==> src/rtl/mem_pkg.sv <==
`default_nettype none
// ============================================================================
//  Module   : mem_pkg
//  Brief    : Shared types and helpers for the burst memory port arbiter.
//  Revision : 1.0 - initial release
// ============================================================================
package mem_pkg;

    // Arbiter FSM states.
    typedef enum logic [1:0] {
        IDLE    = 2'd0,
        RD_CMD  = 2'd1,
        RD_DATA = 2'd2,
        WR_DATA = 2'd3
    } arb_state_t;

    // Default width of the burst length field (encodes beats-1).
    localparam int DEFAULT_BURSTLEN_WIDTH = 2;

    // Largest requester count supported and the matching index width.
    localparam int MAX_REQ = 4;
    localparam int IDX_W   = 2;

    // Round-robin pick: first set request at or after ptr, wrapping at nreq.
    // Returns ptr when nothing is requesting; callers qualify with |req.
    function automatic logic [IDX_W-1:0] rr_pick(
        input logic [MAX_REQ-1:0] req,
        input logic [IDX_W-1:0]   ptr,
        input int                 nreq
    );
        logic [IDX_W-1:0] pick;
        int               idx;
        pick = ptr;
        // Walk from farthest to nearest so the nearest requester wins.
        for (int k = MAX_REQ - 1; k >= 0; k--) begin
            if (k < nreq) begin
                idx = (int'(ptr) + k) % nreq;
                if (req[idx[IDX_W-1:0]]) begin
                    pick = idx[IDX_W-1:0];
                end
            end
        end
        return pick;
    endfunction

endpackage
`default_nettype wire

==> src/rtl/mem_arbiter_rr_arbiter.sv <==
`default_nettype none
// ============================================================================
//  Module   : rr_arbiter
//  Brief    : Combinational round-robin pick with a registered priority
//             pointer that advances past the requester just served.
//  Revision : 1.0 - initial release
// ============================================================================
module rr_arbiter
    import mem_pkg::*;
#(
    parameter int NREQ = 2
) (
    input  logic             clock,
    input  logic             reset_n,
    input  logic [NREQ-1:0]  req,
    input  logic             advance,
    input  logic [IDX_W-1:0] adv_idx,
    output logic [IDX_W-1:0] pick,
    output logic             any_req
);

    logic [IDX_W-1:0]   rr_ptr_q;
    logic [IDX_W-1:0]   rr_ptr_d;
    logic [MAX_REQ-1:0] req_pad;

    // Widen the request vector to the fixed width the pick helper expects.
    always_comb begin
        req_pad = '0;
        for (int i = 0; i < NREQ; i++) begin
            req_pad[i] = req[i];
        end
    end

    // Winner selection, searching upward from the priority pointer.
    always_comb begin
        pick    = rr_pick(req_pad, rr_ptr_q, NREQ);
        any_req = |req;
    end

    // After a completed burst, priority moves to the next requester.
    always_comb begin
        rr_ptr_d = rr_ptr_q;
        if (advance) begin
            rr_ptr_d = (adv_idx == IDX_W'(NREQ - 1)) ? '0 : adv_idx + 1'b1;
        end
    end

    // Priority pointer register.
    always_ff @(posedge clock or negedge reset_n) begin
        if (!reset_n) begin
            rr_ptr_q <= '0;
        end else begin
            rr_ptr_q <= rr_ptr_d;
        end
    end

endmodule
`default_nettype wire

==> src/rtl/mem_arbiter.sv <==
`default_nettype none
// ============================================================================
//  Module   : mem_arbiter
//  Brief    : Shares one burst memory port between NREQ cache masters.
//             Round-robin arbitration; the grant is held for a whole burst.
//  Revision : 1.0 - initial release
// ============================================================================
module mem_arbiter
    import mem_pkg::*;
#(
    parameter int NREQ           = 2,
    parameter int ADDR_WIDTH     = 32,
    parameter int DATA_WIDTH     = 32,
    parameter int BURSTLEN_WIDTH = DEFAULT_BURSTLEN_WIDTH
) (
    input  logic                           clock,
    input  logic                           reset_n,
    input  logic [NREQ*ADDR_WIDTH-1:0]     req_addr,
    input  logic [NREQ*BURSTLEN_WIDTH-1:0] req_burst_len,
    input  logic [NREQ-1:0]                req_rd,
    input  logic [NREQ-1:0]                req_wr,
    input  logic [NREQ*DATA_WIDTH-1:0]     req_wr_data,
    output logic [NREQ-1:0]                req_waitrequest,
    output logic [NREQ-1:0]                req_rd_valid,
    output logic [DATA_WIDTH-1:0]          req_rd_data,
    output logic [ADDR_WIDTH-1:0]          mem_addr,
    output logic [BURSTLEN_WIDTH-1:0]      mem_burst_len,
    output logic                           mem_rd,
    output logic                           mem_wr,
    output logic [DATA_WIDTH-1:0]          mem_wr_data,
    input  logic                           mem_waitrequest,
    input  logic                           mem_rd_valid,
    input  logic [DATA_WIDTH-1:0]          mem_rd_data
);

    localparam logic [31:0] STAT_MAX = '1;

    arb_state_t                state_q, state_d;
    logic [IDX_W-1:0]          grant_q, grant_d;
    logic [BURSTLEN_WIDTH-1:0] beat_cnt_q, beat_cnt_d;
    logic [31:0]               stat_grants_q [NREQ];
    logic [31:0]               stat_grants_d [NREQ];

    logic [IDX_W-1:0]          pick;
    logic                      any_req;
    logic                      advance;

    logic                      pick_rd;
    logic [BURSTLEN_WIDTH-1:0] pick_len;
    logic                      g_rd;
    logic                      g_wr;
    logic [ADDR_WIDTH-1:0]     g_addr;
    logic [BURSTLEN_WIDTH-1:0] g_len;
    logic [DATA_WIDTH-1:0]     g_wdata;

    rr_arbiter #(
        .NREQ    (NREQ)
    ) u_rr (
        .clock   (clock),
        .reset_n (reset_n),
        .req     (req_rd | req_wr),
        .advance (advance),
        .adv_idx (grant_q),
        .pick    (pick),
        .any_req (any_req)
    );

    // Read data is broadcast; only the granted requester sees rd_valid.
    assign req_rd_data = mem_rd_data;

    // Fields of the arbitration winner and of the currently granted master.
    always_comb begin
        pick_rd  = 1'b0;
        pick_len = '0;
        g_rd     = 1'b0;
        g_wr     = 1'b0;
        g_addr   = '0;
        g_len    = '0;
        g_wdata  = '0;
        for (int i = 0; i < NREQ; i++) begin
            if (pick == i[IDX_W-1:0]) begin
                pick_rd  = req_rd[i];
                pick_len = req_burst_len[i*BURSTLEN_WIDTH +: BURSTLEN_WIDTH];
            end
            if (grant_q == i[IDX_W-1:0]) begin
                g_rd    = req_rd[i];
                g_wr    = req_wr[i];
                g_addr  = req_addr[i*ADDR_WIDTH +: ADDR_WIDTH];
                g_len   = req_burst_len[i*BURSTLEN_WIDTH +: BURSTLEN_WIDTH];
                g_wdata = req_wr_data[i*DATA_WIDTH +: DATA_WIDTH];
            end
        end
    end

    // Next-state, beat counting, statistics and port muxing.
    always_comb begin
        state_d         = state_q;
        grant_d         = grant_q;
        beat_cnt_d      = beat_cnt_q;
        advance         = 1'b0;
        stat_grants_d   = stat_grants_q;
        mem_addr        = '0;
        mem_burst_len   = '0;
        mem_rd          = 1'b0;
        mem_wr          = 1'b0;
        mem_wr_data     = '0;
        req_waitrequest = '1;
        req_rd_valid    = '0;
        case (state_q)
            IDLE: begin
                // Arbitration cycle: nothing goes to memory yet.
                if (any_req) begin
                    grant_d    = pick;
                    beat_cnt_d = pick_len;
                    state_d    = pick_rd ? RD_CMD : WR_DATA;
                    for (int i = 0; i < NREQ; i++) begin
                        if (pick == i[IDX_W-1:0] && stat_grants_q[i] != STAT_MAX) begin
                            stat_grants_d[i] = stat_grants_q[i] + 32'd1;
                        end
                    end
                end
            end
            RD_CMD: begin
                mem_addr      = g_addr;
                mem_burst_len = g_len;
                mem_rd        = g_rd;
                for (int i = 0; i < NREQ; i++) begin
                    if (grant_q == i[IDX_W-1:0]) begin
                        req_waitrequest[i] = mem_waitrequest;
                    end
                end
                if (g_rd && !mem_waitrequest) begin
                    state_d = RD_DATA;
                end
            end
            RD_DATA: begin
                for (int i = 0; i < NREQ; i++) begin
                    if (grant_q == i[IDX_W-1:0]) begin
                        req_rd_valid[i] = mem_rd_valid;
                    end
                end
                if (mem_rd_valid) begin
                    if (beat_cnt_q == '0) begin
                        state_d = IDLE;
                        advance = 1'b1;
                    end else begin
                        beat_cnt_d = beat_cnt_q - 1'b1;
                    end
                end
            end
            WR_DATA: begin
                // A master that drops wr mid-burst simply stalls the burst.
                mem_addr      = g_addr;
                mem_burst_len = g_len;
                mem_wr        = g_wr;
                mem_wr_data   = g_wdata;
                for (int i = 0; i < NREQ; i++) begin
                    if (grant_q == i[IDX_W-1:0]) begin
                        req_waitrequest[i] = mem_waitrequest;
                    end
                end
                if (g_wr && !mem_waitrequest) begin
                    if (beat_cnt_q == '0) begin
                        state_d = IDLE;
                        advance = 1'b1;
                    end else begin
                        beat_cnt_d = beat_cnt_q - 1'b1;
                    end
                end
            end
            default: begin
                state_d = IDLE;
            end
        endcase
    end

    // State, grant, beat counter and statistics registers.
    always_ff @(posedge clock or negedge reset_n) begin
        if (!reset_n) begin
            state_q    <= IDLE;
            grant_q    <= '0;
            beat_cnt_q <= '0;
            for (int i = 0; i < NREQ; i++) begin
                stat_grants_q[i] <= '0;
            end
        end else begin
            state_q    <= state_d;
            grant_q    <= grant_d;
            beat_cnt_q <= beat_cnt_d;
            for (int i = 0; i < NREQ; i++) begin
                stat_grants_q[i] <= stat_grants_d[i];
            end
        end
    end

endmodule
`default_nettype wire

==> config.mk <==
export PLATFORM = sky130hd
export DESIGN_NAME = mem_arbiter
export DESIGN_NICKNAME = d
export VERILOG_FILES = /design/src/rtl/mem_pkg.sv /design/src/rtl/mem_arbiter_rr_arbiter.sv /design/src/rtl/mem_arbiter.sv
export SDC_FILE = /design/constraint.sdc
export NUM_CORES = 1
export LEC_CHECK = 0
export CAP_MARGIN = 20
export CORE_AREA = 2 2 108 110
export DETAILED_ROUTE_END_ITERATION = 8
export DIE_AREA = 0 0 110 112
export GPL_ROUTABILITY_DRIVEN = 0
export PLACE_DENSITY = 0.6
export SETUP_SLACK_MARGIN = 0.15
export SLEW_MARGIN = 20
export SYNTH_ARGS = -nofsm -noshare
export SYNTH_HDL_FRONTEND = slang
export SYNTH_SLANG_ARGS = --single-unit
==> constraint.sdc <==
create_clock -name clock -period 1.5 [get_ports clock]
set_input_delay 0.225 -clock clock [delete_from_list [all_inputs] [get_ports clock]]
set_output_delay 0.225 -clock clock [all_outputs]
set_load 0.05 [all_outputs]
# Word-level counts from Yosys, hierarchy flattened
# Index checks and enable logic that the tools add are counted.
[totals] register_bits=8 latchBits=0 ram_bits=0 rom_bits=0 wordCells=81 n_memories=0
[classes] addsub=3 mul=0 div=0 magnitude_cmp=2 n_eq_ne=9 n_shift=0 mux=48 bitwise=2 reduce_logical=13
[ops] op="$mux 32" n=6
[ops] op="$mux 2" n=20
[ops] op="$mux 1" n=18
[ops] op="$logic_not 2->1" n=4
[ops] op="$ne 2x2->1 const B" n=4
[ops] op="$pmux 2 s4" n=1
[ops] op="$reduce_and 4->1" n=2
[ops] op="$eq 2x1->1 const B" n=3
[ops] op="$pmux 2 s3" n=1
[ops] op="$eq 2x2->1 const B" n=2
[ops] op="$reduce_or 2->1" n=2
[ops] op="$lt 1x3->1 const B" n=1
[ops] op="$lt 2x3->1 const B" n=1
[ops] op="$reduce_bool 3->1" n=1
[ops] op="$add 2x1->2 const B" n=1
[ops] op="$bmux 1 s2" n=1
[ops] op="$logic_and 1x1->1" n=2
[ops] op="$or 2x2->2" n=1
[ops] op="$pmux 1 s2" n=1
[ops] op="$reduce_and 2->1" n=1
[ops] op="$sub 2x1->2 const B" n=1
[ops] op="$add 1x1->1 const B" n=1
[ops] op="$and 1x1->1 const A" n=1
[ops] op="$logic_not 1->1" n=1

# Depth between registers and ports, before layout
# Gate-level depths: netlist of the first run.
[depth] word_depth=12 ltp_mapped=6

# Hierarchy
# From an unflattened synthesis of the first run, not the netlist that was laid out.
[unflattened] hier_cells=244 area_unflattened_um2=1816.7
[by_module_without_submodules] mod="mem_arbiter" instances=1 cells_each=232 area_each_um2=1709.1
[by_module_without_submodules] mod="rr_arbiter" instances=1 cells_each=12 area_each_um2=107.6

# Worst setup path after synthesis of the first run
# No wires, ideal clock.
[synth_path] path_kind="reg2out" start="register state_q[1]" end="output req_rd_valid[1]" arrival_time_ns=2.332 t_required_ns=1.275 slack_ns=-1.057 path_stages_with_launch=4 n_path_buf=1 cell_sequence="dfrtp_1 -> clkbuf_1 -> inv_1 -> nor4b_1"
[synth_between] elab_chain_cells=2
[synth_lines] element="start, declared" line_no="mem_arbiter.sv:38" text="arb_state_t state_q, state_d;"
[synth_lines] element="start signal, assigned" line_no="mem_arbiter.sv:187" text="state_q <= state_d;"
[synth_lines] element="$eq 2x2->1" line_no="mem_arbiter.sv:109" text="case (state_q)"
[synth_lines] element="$mux 2" line_no="mem_arbiter.sv:109"
[synth_lines] element="end, declared" line_no="mem_arbiter.sv:24" text="output logic [NREQ-1:0] req_rd_valid,"
# Every way passes these cells.

# Final worst setup path of the first run
[layout_path] start="register grant_q[0]" end="output req_waitrequest[0]"
[layout_between] elab_chain_cells=3
[layout_lines] element="start, declared" line_no="mem_arbiter.sv:39" text="logic [IDX_W-1:0] grant_q, grant_d;"
[layout_lines] element="start signal, assigned" line_no="mem_arbiter.sv:188" text="grant_q <= grant_d;"
[layout_lines] element="$logic_not 2->1" line_no="mem_arbiter.sv:128, mem_arbiter.sv:158"
[layout_lines] element="$mux 1" line_no="mem_arbiter.sv:128, mem_arbiter.sv:158"
[layout_lines] element="$mux 2"
[layout_lines] element="end, declared" line_no="mem_arbiter.sv:23" text="output logic [NREQ-1:0] req_waitrequest,"
# Every way passes these cells.

==> flow_results.xml, run 1 <==
<?xml version="1.0" encoding="UTF-8"?>
<metrics>
  <group name="worst_setup_path">
    <metric name="arrival" unit="ps">1590</metric>
    <metric name="regToRegStartpoint" unit="">grant_q[0]$_DFFE_PN0P_</metric>
    <metric name="critical_path.startpoint_type" unit="">flip-flop</metric>
    <metric name="worstSetupEndpointType" unit="">output pin</metric>
    <metric name="worst-endpoint-required" unit="ps">1270</metric>
    <metric name="cp-startpoint" unit="">grant_q[0]$_DFFE_PN0P_</metric>
    <metric name="critical_path.max_fanout" unit="">7</metric>
    <metric name="worst-r2r-setup-slack" unit="ps">-280</metric>
    <metric name="criticalPathCategory" unit="">flip-flop to output pin</metric>
  </group>
  <group name="final_layout">
    <metric name="drive_gt1_share" unit="%">58.0</metric>
    <metric name="final_cell_mix" unit="">sky130_fd_sc_hd__clkdlybuf4s50_1 (139), sky130_fd_sc_hd__nor2_4 (67), sky130_fd_sc_hd__buf_12 (41)</metric>
    <metric name="insertedDiodeCount" unit="">0</metric>
    <metric name="fill_cells" unit="">939</metric>
    <metric name="multiInputGateArea" unit="um2">2430</metric>
    <metric name="layout.cells.most_common" unit="">sky130_fd_sc_hd__clkdlybuf4s50_1</metric>
    <metric name="utilization" unit="%">52.9</metric>
    <metric name="register_area" unit="um2">206</metric>
    <metric name="layout.nets" unit="">626</metric>
    <metric name="instances_no_fill" unit="">595</metric>
    <metric name="areaGrowthSynthToFinish" unit="%">229</metric>
  </group>
  <group name="timing">
    <metric name="report.final.hold_viol_count" unit="">0</metric>
    <metric name="finalWorstSetupSlack" unit="ps">-315</metric>
    <metric name="finalCriticalPeriod" unit="ps">1810</metric>
    <metric name="setup_violations" unit="">77</metric>
    <metric name="timing.clock.skew" unit="ps">3.76</metric>
    <metric name="finalHoldWorstSlack" unit="ps">270</metric>
    <metric name="final_min_period_over_clock_period" unit="%">121</metric>
    <metric name="grt_setup_unrepaired" unit="">yes</metric>
    <metric name="fmax" unit="GHz">0.551</metric>
    <metric name="final_max_slew_viol_count" unit="">0</metric>
    <metric name="worst-slew-pin-transition" unit="ps">382</metric>
    <metric name="slew-limit-headroom" unit="%">74.2</metric>
  </group>
  <group name="run_status">
    <metric name="run_status" unit="">finished, violations left</metric>
    <metric name="failed_checks" unit="">setup timing</metric>
  </group>
  <group name="cts">
    <metric name="ctsHoldBuffers" unit="">0</metric>
    <metric name="cts-buffers-inserted" unit="">3</metric>
    <metric name="path_clk_slew" unit="ps">40</metric>
    <metric name="ctsHtreeMaxLevel" unit="">1</metric>
    <metric name="clock_sinks" unit="">8</metric>
    <metric name="clkLatencyLatePin" unit="ps">240</metric>
    <metric name="cts_root_buf" unit="">sky130_fd_sc_hd__clkbuf_16</metric>
    <metric name="tritoncts" unit="">built</metric>
    <metric name="cts.path.max_buffers" unit="">2</metric>
  </group>
  <group name="die">
    <metric name="die_w" unit="um">110</metric>
    <metric name="num_io_pins" unit="">276</metric>
    <metric name="num_rows" unit="">39</metric>
    <metric name="die-area" unit="um2">12300</metric>
    <metric name="die_height" unit="um">112</metric>
    <metric name="floorplan.initialDensity" unit="%">16.1</metric>
    <metric name="core" unit="um2">11200</metric>
  </group>
  <group name="logic_synthesis">
    <metric name="synthesized_netlist_cell_count" unit="">246</metric>
    <metric name="mappedNetlistArea" unit="um2">1790</metric>
    <metric name="synth_nets" unit="">419</metric>
    <metric name="yosys_warnings" unit="">0</metric>
    <metric name="synth_seq_area_share" unit="%">11.2</metric>
    <metric name="syn_area_per_cell" unit="um2">7.29</metric>
    <metric name="synth-seq-cells" unit="">8</metric>
    <metric name="number_of_different_library_cells_in_the_post_synthesis_netlist" unit="">33</metric>
  </group>
  <group name="power">
    <metric name="powerDensity" unit="nW/um2">2250</metric>
    <metric name="power_leakage" unit="nW">2.16</metric>
    <metric name="vdd_ir_drop_max" unit="V">0.00134</metric>
    <metric name="power" unit="mW">13.3</metric>
  </group>
  <group name="global_route">
    <metric name="antenna_violations_before_repair" unit="">0</metric>
    <metric name="globalRoute.totalOverflow" unit="">0</metric>
    <metric name="first_pass_grt_wire_length" unit="mm">13.8</metric>
    <metric name="first_global_vias" unit="">2680</metric>
    <metric name="grt_usage" unit="%">14.3</metric>
    <metric name="largest_net_degree_at_the_start_of_global_routing" unit="">27</metric>
  </group>
  <group name="routing">
    <metric name="drt_pre_antenna_iters" unit="">4</metric>
    <metric name="route.detailed.drc" unit="">0</metric>
    <metric name="first_iter_violations" unit="">68</metric>
    <metric name="viasPerCell" unit="">4.40</metric>
    <metric name="wl_per_cell" unit="um">17.2</metric>
    <metric name="route.antenna.remaining_nets" unit="">0</metric>
    <metric name="route.vias.total" unit="">2620</metric>
    <metric name="drt_wl_total" unit="mm">10.2</metric>
  </group>
  <group name="min_path">
    <metric name="holdCritPathClass" unit="">primary input to async pin</metric>
  </group>
  <group name="placement">
    <metric name="numPlacedInstances" unit="">577</metric>
    <metric name="place_ws" unit="ps">-288</metric>
    <metric name="i_o_buffers" unit="">211</metric>
    <metric name="dpl.hpwl" unit="mm">7.49</metric>
  </group>
  <group name="flow_run">
    <metric name="maximum_capacitance_violations" unit="">0</metric>
  </group>
</metrics>
==> path summary, 6_finish.rpt <==
| check | to | cells after the start |
|---|---|---|
| max in group asynchronous | grant_q[0]$_DFFE_PN0P_ | 1 |
| min in group clock | req_rd_data[18] | 0 |
| worst max register to register | beat_cnt_q[1]$_DFFE_PN0P_ | 7 |
| worst min-delay path | u_rr.rr_ptr_q[0]$_DFFE_PN0P_ | 1 |
| worst max-delay path | req_waitrequest[0] | 4 |
| worst min register to register | beat_cnt_q[1]$_DFFE_PN0P_ | 2 |
==> critical path: stages (launching register included) <==
cell and delay (ps):
sky130_fd_sc_hd__dfrtp_4 480, sky130_fd_sc_hd__buf_12 150, sky130_fd_sc_hd__clkbuf_16 180, sky130_fd_sc_hd__or3_4 380, sky130_fd_sc_hd__buf_12 160
==> stage by stage <==
step           cell area [um2]  setup TNS [ps]
6_report                  5910          -18140
2_1_floorplan             2510           -5.99
5_1_grt                   5910          -21790
4_1_cts                   5300          -19570
3_5_place_dp              4880           -3730
3_3_place_gp              4880           -2680
==> synthesized netlist by cell type <==
master	number	share of area, %
sky130_fd_sc_hd__or3_1	1	0.35
sky130_fd_sc_hd__o31ai_1	1	0.42
sky130_fd_sc_hd__nor2_1	74	15
sky130_fd_sc_hd__o31a_1	1	0.49
sky130_fd_sc_hd__nor4b_1	2	0.98
sky130_fd_sc_hd__o221ai_1	1	0.49
sky130_fd_sc_hd__o211ai_1	1	0.42
sky130_fd_sc_hd__dfrtp_1	8	11
sky130_fd_sc_hd__o41ai_1	1	0.49
sky130_fd_sc_hd__a221oi_2	1	0.84
sky130_fd_sc_hd__buf_2	7	2.0
sky130_fd_sc_hd__ha_1	1	0.70
sky130_fd_sc_hd__nor4_1	2	0.70
sky130_fd_sc_hd__a41o_1	1	0.56
sky130_fd_sc_hd__and2_1	2	0.70
sky130_fd_sc_hd__nand2_1	4	0.84
sky130_fd_sc_hd__o22ai_1	1	0.35
sky130_fd_sc_hd__nor3b_1	1	0.42
sky130_fd_sc_hd__a21oi_1	1	0.28
sky130_fd_sc_hd__nor3_1	2	0.56
sky130_fd_sc_hd__o21ai_0	3	0.84
sky130_fd_sc_hd__inv_1	5	1.0
sky130_fd_sc_hd__clkbuf_1	7	1.5
sky130_fd_sc_hd__or2_2	2	0.70
sky130_fd_sc_hd__nand3_1	1	0.28
sky130_fd_sc_hd__buf_1	2	0.42
sky130_fd_sc_hd__o22a_1	1	0.49
sky130_fd_sc_hd__buf_4	32	13
sky130_fd_sc_hd__o21a_1	1	0.42
sky130_fd_sc_hd__o32ai_1	2	0.98
sky130_fd_sc_hd__mux2i_1	71	40
sky130_fd_sc_hd__a32oi_1	1	0.49
sky130_fd_sc_hd__nand2b_1	5	1.7
==> repair_timing <==
action / 4_1_cts / 5_1_grt
gates resized for setup: 66 / 84
cloned: 2 / 5
buffers inserted: 2 / 5
pin swaps: 2 / 14
setup endpoints to repair: 78 / 79
==> state kept, by name (all words and copies together) (netlist names) <==
name,cells
beat_cnt_q,2
grant_q,2
state_q,2
u_rr.rr_ptr_q,2
==> logic make-up (layout without fill, tap and decap cells) <==
family / after synthesis / after routing / share of synthesized area, %
mux: 71 / 71 / 39.6
simple gates: 96 / 97 / 22.7
flops: 8 / 8 / 11.2
buf+inv: 53 / 258 / 18.3
compound gates: 17 / 17 / 7.53
fa+ha+maj: 1 / 1 / 0.697
==> power breakdown <==
part,internal (mW),switching (mW)
clock network,0.355,0.116
registers,0.321,0.121
logic,5.73,6.65
==> cell type report <==
class                      count  area share (%)
timing repair buffer         249            50.7
multi-input combinational    186            41.1
sequential                     8            3.49
tap                          143            3.03
clock buffer                   4            1.33
inverter                       5           0.318
==> per-layer routing <==
metal / up-vias / part of all wire, % / track usage [%]
met1: 1236 / 34 / 14.9
met3: 21 / 8.4 / 2.11
li1: 1242 / - / -
met5: - / 0 / 0
met4: 0 / 1.5 / 3.29
met2: 121 / 56 / 28.8
(Power assumes the default switching activity.)
==> run 2: changes to the inputs <==
SKIP_LAST_GASP = 1   (was unset)
==> flow_results.xml, run 2 (same netlist as run 1, synthesis figures left out) <==
<?xml version="1.0" encoding="UTF-8"?>
<metrics>
  <group name="power">
    <metric name="power.share.switching" unit="%">51.4</metric>
    <metric name="share_of_total_power_in_sequential_cells" unit="%">3.3</metric>
    <metric name="vdd_ir_drop_max" unit="V">0.00137</metric>
    <metric name="internal-power" unit="mW">6.56</metric>
    <metric name="power" unit="mW">13.5</metric>
    <metric name="power_leakage" unit="nW">2.20</metric>
    <metric name="power.clock.fraction" unit="%">3.5</metric>
    <metric name="powerDensity" unit="nW/um2">2250</metric>
    <metric name="combinationalPowerShare" unit="%">93.2</metric>
    <metric name="total_switching_power" unit="mW">6.93</metric>
  </group>
  <group name="cts">
    <metric name="clock_sinks" unit="">8</metric>
    <metric name="cts.path.max_buffers" unit="">2</metric>
    <metric name="cts-buffers-inserted" unit="">3</metric>
    <metric name="ctsHtreeMaxLevel" unit="">1</metric>
    <metric name="clkLatencyLatePin" unit="ps">240</metric>
    <metric name="cts_root_buf" unit="">sky130_fd_sc_hd__clkbuf_16</metric>
    <metric name="tritoncts" unit="">built</metric>
    <metric name="ctsHoldBuffers" unit="">0</metric>
    <metric name="path_clk_slew" unit="ps">40</metric>
  </group>
  <group name="worst_setup_path">
    <metric name="critical_path.startpoint_type" unit="">flip-flop</metric>
    <metric name="worstPathCellList" unit="">buf_12, clkbuf_16, or3_4, buf_12</metric>
    <metric name="worstReg2RegEnd" unit="">beat_cnt_q[1]$_DFFE_PN0P_</metric>
    <metric name="regToRegStartpoint" unit="">grant_q[0]$_DFFE_PN0P_</metric>
    <metric name="critical_path.slowest_cell" unit="">sky130_fd_sc_hd__dfrtp_4</metric>
    <metric name="worst-r2r-setup-slack" unit="ps">-260</metric>
    <metric name="critical_path.max_fanout" unit="">7</metric>
    <metric name="path_buf_inv" unit="">3</metric>
    <metric name="cp-startpoint" unit="">grant_q[0]$_DFFE_PN0P_</metric>
    <metric name="worstSetupEndpointType" unit="">output pin</metric>
    <metric name="crit_top_cell" unit="">sky130_fd_sc_hd__buf_12</metric>
    <metric name="cpLargestDelayFamily" unit="">buffers and inverters</metric>
    <metric name="ff2ff_path_depth" unit="">7</metric>
    <metric name="criticalPathCategory" unit="">flip-flop to output pin</metric>
    <metric name="critical_path.max_stage_delay" unit="ps">480</metric>
    <metric name="worst-endpoint-required" unit="ps">1270</metric>
    <metric name="arrival" unit="ps">1590</metric>
  </group>
  <group name="routing">
    <metric name="route.vias.total" unit="">2636</metric>
    <metric name="route.antenna.remaining_nets" unit="">0</metric>
    <metric name="first_iter_violations" unit="">62</metric>
    <metric name="wl_per_cell" unit="um">17.1</metric>
    <metric name="drt_pre_antenna_iters" unit="">4</metric>
    <metric name="route.detailed.drc" unit="">0</metric>
    <metric name="drt_wl_total" unit="mm">10.2</metric>
    <metric name="viasPerCell" unit="">4.40</metric>
  </group>
  <group name="final_layout">
    <metric name="layout.cells.most_common" unit="">sky130_fd_sc_hd__clkdlybuf4s50_1</metric>
    <metric name="fill_cells" unit="">938</metric>
    <metric name="final_cell_mix" unit="">sky130_fd_sc_hd__clkdlybuf4s50_1 (139), sky130_fd_sc_hd__nor2_4 (68), sky130_fd_sc_hd__buf_12 (42)</metric>
    <metric name="areaGrowthSynthToFinish" unit="%">234</metric>
    <metric name="multiInputGateArea" unit="um2">2460</metric>
    <metric name="register_area" unit="um2">206</metric>
    <metric name="fin_area" unit="um2">6000</metric>
    <metric name="insertedDiodeCount" unit="">0</metric>
    <metric name="layout.nets" unit="">630</metric>
    <metric name="utilization" unit="%">53.7</metric>
    <metric name="drive_gt1_share" unit="%">58.6</metric>
  </group>
  <group name="timing">
    <metric name="setup_violations" unit="">77</metric>
    <metric name="report.final.hold_viol_count" unit="">0</metric>
    <metric name="final_min_period_over_clock_period" unit="%">121</metric>
    <metric name="fmax" unit="GHz">0.552</metric>
    <metric name="slew-limit-headroom" unit="%">75.6</metric>
    <metric name="finalHoldWorstSlack" unit="ps">267</metric>
    <metric name="timing.clock.skew" unit="ps">4.19</metric>
    <metric name="grt_setup_unrepaired" unit="">yes</metric>
    <metric name="finalCriticalPeriod" unit="ps">1810</metric>
    <metric name="fin_tns_setup" unit="ps">-18530</metric>
    <metric name="worst-slew-pin-transition" unit="ps">361</metric>
    <metric name="finalWorstSetupSlack" unit="ps">-313</metric>
    <metric name="final_max_slew_viol_count" unit="">0</metric>
  </group>
  <group name="flow_run">
    <metric name="maximum_capacitance_violations" unit="">0</metric>
  </group>
  <group name="global_route">
    <metric name="first_pass_grt_wire_length" unit="mm">13.9</metric>
    <metric name="globalRoute.totalOverflow" unit="">0</metric>
    <metric name="largest_net_degree_at_the_start_of_global_routing" unit="">27</metric>
    <metric name="first_global_vias" unit="">2674</metric>
    <metric name="antenna_violations_before_repair" unit="">0</metric>
    <metric name="grt_usage" unit="%">14.3</metric>
  </group>
  <group name="placement">
    <metric name="detailed_place.area" unit="um2">4880</metric>
    <metric name="i_o_buffers" unit="">211</metric>
    <metric name="dpl.hpwl" unit="mm">7.49</metric>
  </group>
  <group name="die">
    <metric name="core" unit="um2">11200</metric>
    <metric name="die-area" unit="um2">12300</metric>
    <metric name="floorplan.initialDensity" unit="%">16.1</metric>
    <metric name="num_io_pins" unit="">276</metric>
    <metric name="num_rows" unit="">39</metric>
    <metric name="die_w" unit="um">110</metric>
    <metric name="die_height" unit="um">112</metric>
  </group>
  <group name="run_status">
    <metric name="failed_checks" unit="">setup timing</metric>
    <metric name="run_status" unit="">finished, violations left</metric>
  </group>
  <group name="min_path">
    <metric name="holdCritPathClass" unit="">primary input to async pin</metric>
  </group>
</metrics>
run 2: changes by cell type in the layout (fill, tap and decap cells not counted), moves of 2 or more:
cell                      delta
sky130_fd_sc_hd__mux2i_4     +3
sky130_fd_sc_hd__mux2i_2     -3
sky130_fd_sc_hd__buf_4       -2
sky130_fd_sc_hd__buf_6       +5
run 2: layout make-up:
cell class,instances,share of cell area [%]
Sequential cell,8,3.44
Multi-Input combinational cell,186,41.1
Inverter,5,0.313
Tap cell,143,2.98
Clock buffer,4,1.31
Timing Repair Buffer,253,50.9
run 2: how the worst max path moves through the flow:
| stage | to | slack [ps] | depth (start not counted) |
|---|---|---|---|
| after global placement | beat_cnt_q[0]$_DFFE_PN0P_ | -220 | 5 |
| after floorplan | req_rd_valid[1] | -6 | 2 |
| final | req_waitrequest[0] | -310 | 4 |
| after detailed placement | beat_cnt_q[0]$_DFFE_PN0P_ | -290 | 5 |
| after CTS | req_waitrequest[0] | -310 | 3 |
| after global routing | mem_rd | -350 | 5 |
run 2: through the flow:
stage          cells  worst slack (ps)
2_1_floorplan    246             -5.99
3_3_place_gp     577              -220
3_5_place_dp     577              -288
4_1_cts          585              -308
5_1_grt          599              -347
6_report         599              -313
run 2: power groups by stage:
stage	combinational, mW	clock [mW]	sequential, mW
6_report	12.6	0.475	0.439
2_1_floorplan	7.02	0	0.386
5_1_grt	13.1	0.488	0.450
4_1_cts	11.0	0.478	0.475
3_3_place_gp	10.0	0	0.476
3_5_place_dp	10.1	0	0.477
run 2: routing by layer:
metal  vias to the layer above  GRT usage (%)  share of wire (%)
li1                       1249              -                  -
met1                      1239           15.3                 33
met2                       125           28.3                 57
met3                        23           2.11                8.4
met4                         0           3.54                1.7
met5                         -              0                  0
run 2: timing repair:
item                       4_1_cts  5_1_grt
gates cloned                     2        4
setup endpoints to repair       78       79
resized for setup               64       98
pin swaps                        2       13
setup buffers                    2       10
